<file path="src/rtl/alu_ctrl_pkg.sv">
// alu_ctrl_pkg: ALU control codes, MIPS opcode/funct constants and sequencer state encoding
package alu_ctrl_pkg;

    localparam logic [3:0] ALU_AND   = 4'b0000;
    localparam logic [3:0] ALU_OR    = 4'b0001;
    localparam logic [3:0] ALU_ADD   = 4'b0010;
    localparam logic [3:0] ALU_XOR   = 4'b0011;
    localparam logic [3:0] ALU_ADDU  = 4'b0100;
    localparam logic [3:0] ALU_SUBU  = 4'b0101;
    localparam logic [3:0] ALU_SUB   = 4'b0110;
    localparam logic [3:0] ALU_SLT   = 4'b0111;
    localparam logic [3:0] ALU_MULT  = 4'b1000;
    localparam logic [3:0] ALU_MULTU = 4'b1001;
    localparam logic [3:0] ALU_SLTU  = 4'b1010;
    localparam logic [3:0] ALU_DIV   = 4'b1011;
    localparam logic [3:0] ALU_DIVU  = 4'b1100;
    localparam logic [3:0] ALU_PASS  = 4'b1101;
    localparam logic [3:0] ALU_NOP   = 4'b1110;
    localparam logic [3:0] ALU_BREAK = 4'b1111;

    localparam logic [5:0] OP_RTYPE = 6'b000000;
    localparam logic [5:0] OP_BEQ   = 6'b000100;
    localparam logic [5:0] OP_BNE   = 6'b000101;
    localparam logic [5:0] OP_ADDIU = 6'b001001;
    localparam logic [5:0] OP_SLTI  = 6'b001010;
    localparam logic [5:0] OP_SLTIU = 6'b001011;
    localparam logic [5:0] OP_ANDI  = 6'b001100;
    localparam logic [5:0] OP_ORI   = 6'b001101;
    localparam logic [5:0] OP_XORI  = 6'b001110;
    localparam logic [5:0] OP_LW    = 6'b100011;
    localparam logic [5:0] OP_SW    = 6'b101011;

    localparam logic [5:0] F_JR    = 6'b001000;
    localparam logic [5:0] F_BREAK = 6'b001101;
    localparam logic [5:0] F_MULT  = 6'b011000;
    localparam logic [5:0] F_MULTU = 6'b011001;
    localparam logic [5:0] F_DIV   = 6'b011010;
    localparam logic [5:0] F_DIVU  = 6'b011011;
    localparam logic [5:0] F_ADD   = 6'b100000;
    localparam logic [5:0] F_ADDU  = 6'b100001;
    localparam logic [5:0] F_SUB   = 6'b100010;
    localparam logic [5:0] F_SUBU  = 6'b100011;
    localparam logic [5:0] F_AND   = 6'b100100;
    localparam logic [5:0] F_OR    = 6'b100101;
    localparam logic [5:0] F_XOR   = 6'b100110;
    localparam logic [5:0] F_SLT   = 6'b101010;
    localparam logic [5:0] F_SLTU  = 6'b101011;

    typedef enum logic [1:0] {
        S_IDLE    = 2'd0,
        S_MDU_RUN = 2'd1,
        S_HALTED  = 2'd2
    } state_e;

endpackage

</file>
<file path="src/rtl/alu_ctrl_decode.sv">
// alu_ctrl_decode: combinational op/funct to ALU control code with MDU/break classification
module alu_ctrl_decode
    import alu_ctrl_pkg::*;
#(
    parameter int OP_W    = 6,
    parameter int FUNCT_W = 6,
    parameter int CTRL_W  = 4
) (
    input  logic [OP_W-1:0]    op,
    input  logic [FUNCT_W-1:0] funct,
    output logic [CTRL_W-1:0]  code,
    output logic               illegal,
    output logic               is_mult,
    output logic               is_div,
    output logic               is_break
);

    logic [3:0] code4;

    // table lookup; anything unlisted falls back to NOP and flags illegal
    always_comb begin
        code4   = ALU_NOP;
        illegal = 1'b0;
        case (op)
            OP_W'(OP_RTYPE): begin
                case (funct)
                    FUNCT_W'(F_ADD):   code4 = ALU_ADD;
                    FUNCT_W'(F_ADDU):  code4 = ALU_ADDU;
                    FUNCT_W'(F_SUB):   code4 = ALU_SUB;
                    FUNCT_W'(F_SUBU):  code4 = ALU_SUBU;
                    FUNCT_W'(F_AND):   code4 = ALU_AND;
                    FUNCT_W'(F_OR):    code4 = ALU_OR;
                    FUNCT_W'(F_XOR):   code4 = ALU_XOR;
                    FUNCT_W'(F_SLT):   code4 = ALU_SLT;
                    FUNCT_W'(F_SLTU):  code4 = ALU_SLTU;
                    FUNCT_W'(F_MULT):  code4 = ALU_MULT;
                    FUNCT_W'(F_MULTU): code4 = ALU_MULTU;
                    FUNCT_W'(F_DIV):   code4 = ALU_DIV;
                    FUNCT_W'(F_DIVU):  code4 = ALU_DIVU;
                    FUNCT_W'(F_JR):    code4 = ALU_PASS;
                    FUNCT_W'(F_BREAK): code4 = ALU_BREAK;
                    default:           illegal = 1'b1;
                endcase
            end
            OP_W'(OP_LW), OP_W'(OP_SW):  code4 = ALU_ADD;
            OP_W'(OP_BEQ), OP_W'(OP_BNE): code4 = ALU_SUB;
            OP_W'(OP_ANDI):  code4 = ALU_AND;
            OP_W'(OP_ORI):   code4 = ALU_OR;
            OP_W'(OP_XORI):  code4 = ALU_XOR;
            OP_W'(OP_ADDIU): code4 = ALU_ADDU;
            OP_W'(OP_SLTI):  code4 = ALU_SLT;
            OP_W'(OP_SLTIU): code4 = ALU_SLTU;
            default:         illegal = 1'b1;
        endcase
    end

    assign code     = CTRL_W'(code4);
    assign is_mult  = (code4 == ALU_MULT) || (code4 == ALU_MULTU);
    assign is_div   = (code4 == ALU_DIV) || (code4 == ALU_DIVU);
    assign is_break = (code4 == ALU_BREAK);

endmodule

</file>
<file path="src/rtl/alu_control_seq.sv">
// alu_control_seq: registered ALU control decode with multiply/divide latency sequencing and break halt
module alu_control_seq
    import alu_ctrl_pkg::*;
#(
    parameter int OP_W     = 6,
    parameter int FUNCT_W  = 6,
    parameter int CTRL_W   = 4,
    parameter int MULT_LAT = 4,
    parameter int DIV_LAT  = 8,
    parameter int CNT_W    = 4
) (
    input  logic               clk,
    input  logic               rst_n,
    input  logic               issue_valid,
    input  logic [OP_W-1:0]    op,
    input  logic [FUNCT_W-1:0] funct,
    input  logic               flush,
    output logic [CTRL_W-1:0]  control,
    output logic               ctrl_valid,
    output logic               illegal,
    output logic               mdu_busy,
    output logic               stall,
    output logic               hilo_we,
    output logic               halt
);

    logic [CTRL_W-1:0] dec_code;
    logic              dec_illegal;
    logic              dec_mult;
    logic              dec_div;
    logic              dec_break;
    state_e            state_q;
    state_e            state_d;
    logic [CNT_W-1:0]  cnt_q;
    logic [CNT_W-1:0]  cnt_d;
    logic [CTRL_W-1:0] control_q;
    logic              ctrl_valid_q;
    logic              illegal_q;
    logic              mdu_done;
    logic              accept;

    alu_ctrl_decode #(
        .OP_W    (OP_W),
        .FUNCT_W (FUNCT_W),
        .CTRL_W  (CTRL_W)
    ) u_decode (
        .op       (op),
        .funct    (funct),
        .code     (dec_code),
        .illegal  (dec_illegal),
        .is_mult  (dec_mult),
        .is_div   (dec_div),
        .is_break (dec_break)
    );

    // the MDU frees on its last busy cycle, so a held instruction is taken on that same edge
    assign mdu_done = (state_q == S_MDU_RUN) && (cnt_q == '0);
    assign accept   = issue_valid && !flush && ((state_q == S_IDLE) || mdu_done);

    // state register and latency counter
    always_ff @(posedge clk or negedge rst_n) begin
        if (!rst_n) begin
            state_q <= S_IDLE;
            cnt_q   <= '0;
        end else begin
            state_q <= state_d;
            cnt_q   <= cnt_d;
        end
    end

    // next state: count down an MDU run, abort on flush, launch on an accepted mult/div/break
    always_comb begin
        state_d = state_q;
        cnt_d   = cnt_q;
        if (state_q == S_MDU_RUN) begin
            state_d = (flush || mdu_done) ? S_IDLE : S_MDU_RUN;
            cnt_d   = (flush || mdu_done) ? '0 : cnt_q - CNT_W'(1);
        end
        if (accept && dec_mult) begin
            state_d = S_MDU_RUN;
            cnt_d   = CNT_W'(MULT_LAT - 1);
        end else if (accept && dec_div) begin
            state_d = S_MDU_RUN;
            cnt_d   = CNT_W'(DIV_LAT - 1);
        end else if (accept && dec_break) begin
            state_d = S_HALTED;
        end
    end

    // state-derived outputs; a flush on the final cycle kills the HI/LO write
    always_comb begin
        mdu_busy = (state_q == S_MDU_RUN);
        halt     = (state_q == S_HALTED);
        stall    = mdu_busy || halt;
        hilo_we  = mdu_done && !flush;
    end

    // decoded control is captured only on accept and held until the next one
    always_ff @(posedge clk or negedge rst_n) begin
        if (!rst_n) begin
            control_q    <= '0;
            ctrl_valid_q <= 1'b0;
            illegal_q    <= 1'b0;
        end else begin
            control_q    <= accept ? dec_code : control_q;
            ctrl_valid_q <= accept;
            illegal_q    <= accept && dec_illegal;
        end
    end

    assign control    = control_q;
    assign ctrl_valid = ctrl_valid_q;
    assign illegal    = illegal_q;

endmodule
</file>
<file path="config.mk">
export PLATFORM = sky130hd
export DESIGN_NAME = alu_control_seq
export DESIGN_NICKNAME = d
export VERILOG_FILES = /design/src/rtl/alu_ctrl_pkg.sv /design/src/rtl/alu_ctrl_decode.sv /design/src/rtl/alu_control_seq.sv
export SDC_FILE = /design/constraint.sdc
export NUM_CORES = 1
export LEC_CHECK = 0
export CORE_MARGIN = 4
export CORE_UTILIZATION = 58
export DETAILED_ROUTE_END_ITERATION = 10
export DONT_BUFFER_PORTS = 1
export PLACE_DENSITY = 0.74
export SYNTH_ARGS = -nofsm -noshare
export SYNTH_HDL_FRONTEND = slang
export SYNTH_SLANG_ARGS = --single-unit
export TNS_END_PERCENT = 5
</file>
<file path="constraint.sdc">
create_clock -name clk -period 2.9 [get_ports clk]
set_clock_uncertainty 0.15 [all_clocks]
set_input_delay 0.145 -clock clk [delete_from_list [all_inputs] [get_ports clk]]
set_output_delay 0.145 -clock clk [all_outputs]
set_load 0.005 [all_outputs]
</file>
Word level (Yosys, flattened, before mapping). Index checks and enable logic that the tools add are counted.

Register bits: 12. Input bits: 16. Output and inout port bits: 10.

Add/sub/neg operators: 1. Equality and inequality tests: 32. Muxes and demuxes: 13. Reduce and logical (&&, ||, !) cells: 23.

Operators by type and width (number): $eq 6x6->1 const B (11); $pmux 4 s15 (1); $eq 6x4->1 const B (8); $pmux 4 s9 (1); $eq 6x5->1 const B (4); $eq 4x4->1 const B (5); $mux 4 (4); $reduce_or 15->1 (1); $eq 6x3->1 const B (2); $reduce_or 10->1 (1); $logic_and 1x1->1 (8); $mux 2 (4); $logic_not 6->1 (1); $logic_or 1x1->1 (5); $logic_not 4->1 (1); $reduce_bool 4->1 (1); $reduce_or 2->1 (2); $sub 4x1->4 const B (1); $reduce_bool 3->1 (1); $eq 2x1->1 const B (1); $eq 2x2->1 const B (1); $logic_not 2->1 (1); $mux 1 (2); $pmux 1 s2 (1); $logic_not 1->1 (1).

Longest topological paths before layout.
Word-level depth: 8. Mapped depth: 9.

Modules after synthesis. A second synthesis with hierarchy kept.

Cell total of the unflattened synthesis: 145. Area total of the unflattened synthesis: 1253.7 µm².

Modules (own cells, without submodules): alu_control_seq (instances 1, cells each 60, area each 678.2 µm², seq. area each 300.3 µm²); alu_ctrl_decode (instances 1, cells each 85, area each 575.6 µm², seq. area each 0.0 µm²).

Least setup slack after synthesis. No wires, ideal clock.

Kind: register to register. Start point: reg state_q[1]. End point: reg state_q[0]. Arrival time: 2.045 ns. Required time: 2.685 ns. Slack: 0.640 ns. Cell stages (with the launch flop): 10. Period minus slack after synthesis: 2.260 ns. Cell sequence: dfrtp_1 > inv_1 > ha_1 > buf_6 > a31oi_1 > or3b_2 > clkbuf_1 > a21oi_2 > a21boi_4 > o22a_1.

Longest elaborated chain between the ends: 8.

RTL lines: from (decl) (line alu_control_seq.sv:32) `state_e state_q;`; from (signal assigned) (line alu_control_seq.sv:66) `state_q <= state_d;`; $eq 2x1->1 *; named net mdu_busy (line alu_control_seq.sv:21) `output logic mdu_busy,`; $logic_and 1x1->1 (line alu_control_seq.sv:57) `assign mdu_done = (state_q == S_MDU_RUN) && (cnt_q == '0);`; $logic_or 1x1->1, on equally long branches (line alu_control_seq.sv:76, alu_control_seq.sv:58); $mux 1 or $logic_and 1x1->1 (tied branches) (line alu_control_seq.sv:76, alu_control_seq.sv:58); $mux 2 or $logic_and 1x1->1 (tied branches) (line alu_control_seq.sv:75, alu_control_seq.sv:85); $mux 2 (line alu_control_seq.sv:85) `end else if (accept && dec_break) begin`; $mux 2 (line alu_control_seq.sv:82) `end else if (accept && dec_div) begin`; $mux 2 (line alu_control_seq.sv:79) `if (accept && dec_mult) begin`.

Mark *: on every way through the listed nets, which the timed path passes. The rest lies on a longest branch. The select of a mux whose other input is x is not followed. A chain may end at the register's enable or synchronous reset.

Final worst setup path. Same ends and word-level chain as after synthesis.

==> impl_metrics.toml <==
[clocking]
worst_skew_pair.late_latency_ns = 0.28
cts_resized = 0
clkSinkCount = 12
cts-buffers-inserted = 3
ctsHtreeMaxLevel = 1
clk_pin_slew_worst_paths_ns = 0.07
cts-root-buf = "clkbuf_4"
clockBufferDepth = 2
cts_tree = "yes"

[outcome]
status = "finished clean"

[power_and_ir_drop]
clkPwrFrac = 0.197
p_sw_w = 0.000252
power_frac_seq = 0.388
leakagePower_nw = 0.534
ir_worst_vdd_mv = 0.240
intPower_w = 0.000436
netSwitchingFraction = 0.367
combPwrFrac = 0.415
p_per_area_nw_per_um2 = 555

[yosys]
ys_top_cells_by_area = "dfrtp_1 25%, ha_1 5.1%, a21oi_1 4.5%, o21ai_0 4.5%, buf_6 3.7%"
synth_async_sr_flop_share = 1.00
ys.warnings.count = 0
synth_edf_count = 0
synth.distinct_cells = 53
synth_top_area_share = 0.247
synth_seq_cells = 12
synth_most_common_cell = "dfrtp_1"
synth.avg_cell_area_um2 = 8.51
synthTopCellsByCount = "12 x dfrtp_1, 11 x a21oi_1, 11 x o21ai_0, 10 x inv_1, 9 x nor2_1"
ys_seq_area_frac = 0.247
syn_area_um2 = 1220
syn_nets = 164
synth_flop_cell = "dfrtp_1"
yosysTopAreaCell = "dfrtp_1"
synthCells = 143

[worst_setup_path]
crit_fanout = 11
ff2ff_path_depth = 7
crit_type = "reg -> reg"
end_kind = "flip-flop"
worstReg2RegStart = "state_q[1]$_DFFE_PN0P_"
startpoint_type = "flip-flop"
worstSetupStartpoint = "state_q[1]$_DFFE_PN0P_"
critPathArrivalTime_ns = 2.62
required_ns = 2.97

[placement]
place_area_um2 = 1170
hpwl_um = 1910
place.port_buffers = 0
gp_congestion = 0.825

[floorplanning]
dieWidth_um = 53.8
rows = 16
core-area_um2 = 1980
die_area_um2 = 2900
initial_core_util = 0.614
die_h_um = 53.8
ios = 26

[routing]
dr.pass1.iters = 5
drc = 0
routed_wl_um = 2530
ant_nets = 0
vias = 1052
vias_per_cell = 6.26
wire_per_inst_um = 15.0
drt-initial-drc-count = 21

[timing]
worstMarginPinSlew_ns = 0.521
post-route-period-util = 0.878
max_freq_mhz = 393
setup_tns_ns = 0
min_period_ns = 2.55
drv_slew = 0
final-hold-violation-count = 0
rsz0062_at_grt = "no"
slew_headroom = 0.651
finalSetupViolCount = 0

[finish]
diodes = 0
syn2layout_area_growth_pct = 1.85
drive_above_1_share = 0.113
final_area_um2 = 1240
n_fill_cell = 171
nets = 163

[global_route]
grt_usage = 0.195
grt_pass1_wl_um = 4200
grt_start_max_net_pins = 16
first_global_vias = 1001
grt-ovfl-total = 0
antenna_found_initial = 0

[hold_path]
whs_path_depth = 3
worstHoldStart = "op[2]"
hp-class = "in -> reg"

[run]
drv_cap = 0
## path summary, 6_finish.rpt
path	endpoint	slack, ns
setup / recovery	state_q[0]$_DFFE_PN0P_	0.35
hold / removal	illegal$_DFF_PN0_	0.02
setup reg to reg	state_q[0]$_DFFE_PN0P_	0.35
hold reg to reg	control[2]$_DFFE_PN0P_	0.37
max in group asynchronous	cnt_q[2]$_DFFE_PN0P_	2.13
min in group asynchronous	illegal$_DFF_PN0_	0.12
## sequential cells by signal (all words and copies together) (netlist names)
register,flops
state_q,2
illegal,1
cnt_q,4
control,4
ctrl_valid,1
## power by group through the flow
stage / Sequential (W) / Clock [W] / Combinational [W]
floorplan: 0.000260 / 0 / 0.000261
global placement: 0.000270 / 0 / 0.000265
detailed placement: 0.000272 / 0 / 0.000276
CTS: 0.000268 / 0.000139 / 0.000284
global route: 0.000277 / 0.000144 / 0.000321
finish: 0.000267 / 0.000135 / 0.000285
## cells by family after synthesis
family          after synthesis  synth area share
buf+inv                      19            0.0945
flops                        12             0.247
mux                           2            0.0164
xor+xnor                      3            0.0216
simple gates                 46             0.232
fa+ha+maj                     5            0.0514
compound gates               56             0.337
## per-stage QoR
| stage | std cells | hold slack (ns) | setup slack [ns] | util | total power [W] |
|---|---|---|---|---|---|
| 3_3_place_gp | 161 | -0.300 | 0.497 | 0.592 | 0.000536 |
| 6_report | 168 | 0.0239 | 0.355 | 0.626 | 0.000688 |
| 5_1_grt | 168 | 0.0362 | 0.235 | 0.626 | 0.000743 |
| 3_5_place_dp | 161 | -0.300 | 0.399 | 0.592 | 0.000548 |
| 2_1_floorplan | 143 | -0.301 | 0.640 | - | 0.000521 |
| 4_1_cts | 168 | 0.0229 | 0.377 | 0.626 | 0.000691 |
## layout make-up
| cell class | instances | area [µm²] | area share |
|---|---|---|---|
| Clock buffer | 4 | 36.3 | 0.0293 |
| Inverter | 10 | 37.5 | 0.0303 |
| Multi-Input combinational cell | 112 | 802 | 0.647 |
| Sequential cell | 12 | 300 | 0.242 |
| Tap cell | 27 | 33.8 | 0.0272 |
| Timing Repair Buffer | 3 | 30.0 | 0.0242 |
## placed cells by master, fill, tap and decap left out, types with 2 or more instances in the layout
master	count
dfrtp_1	12
a21oi_1	11
o21ai_0	11
inv_1	10
nor2_1	9
nand2_1	8
a21o_1	5
ha_1	5
nor3b_1	4
nor2b_1	4
a31oi_1	3
o22ai_1	3
xor2_1	3
nand3_1	3
o211ai_1	3
nor3_1	3
clkbuf_4	3
dlygate4sd3_1	3
o21bai_1	2
nand3b_1	2
o32ai_1	2
mux2i_1	2
## critical path, cell delays in order, from the launching register on
cell and delay [ns]:
dfrtp_1 0.38, inv_1 0.12, ha_1 0.39, a31oi_1 0.13, or3b_2 0.58, a21oi_2 0.25
a21boi_4 0.29, o22a_1 0.18
## timing repair
action / in CTS / in global routing
hold buffers: 3 / 0
endpoints found under the hold margin: 14 / 0
setup buffers: 0 / 0
## per-layer routing
metal	vias to the layer above	GRT usage	share of wire
met5	-	0	0
met4	0	0.0979	0.014
met3	3	0.0305	0.057
met2	36	0.317	0.49
met1	484	0.247	0.44
li1	529	-	-
Power figures use the tool's default switching activity.
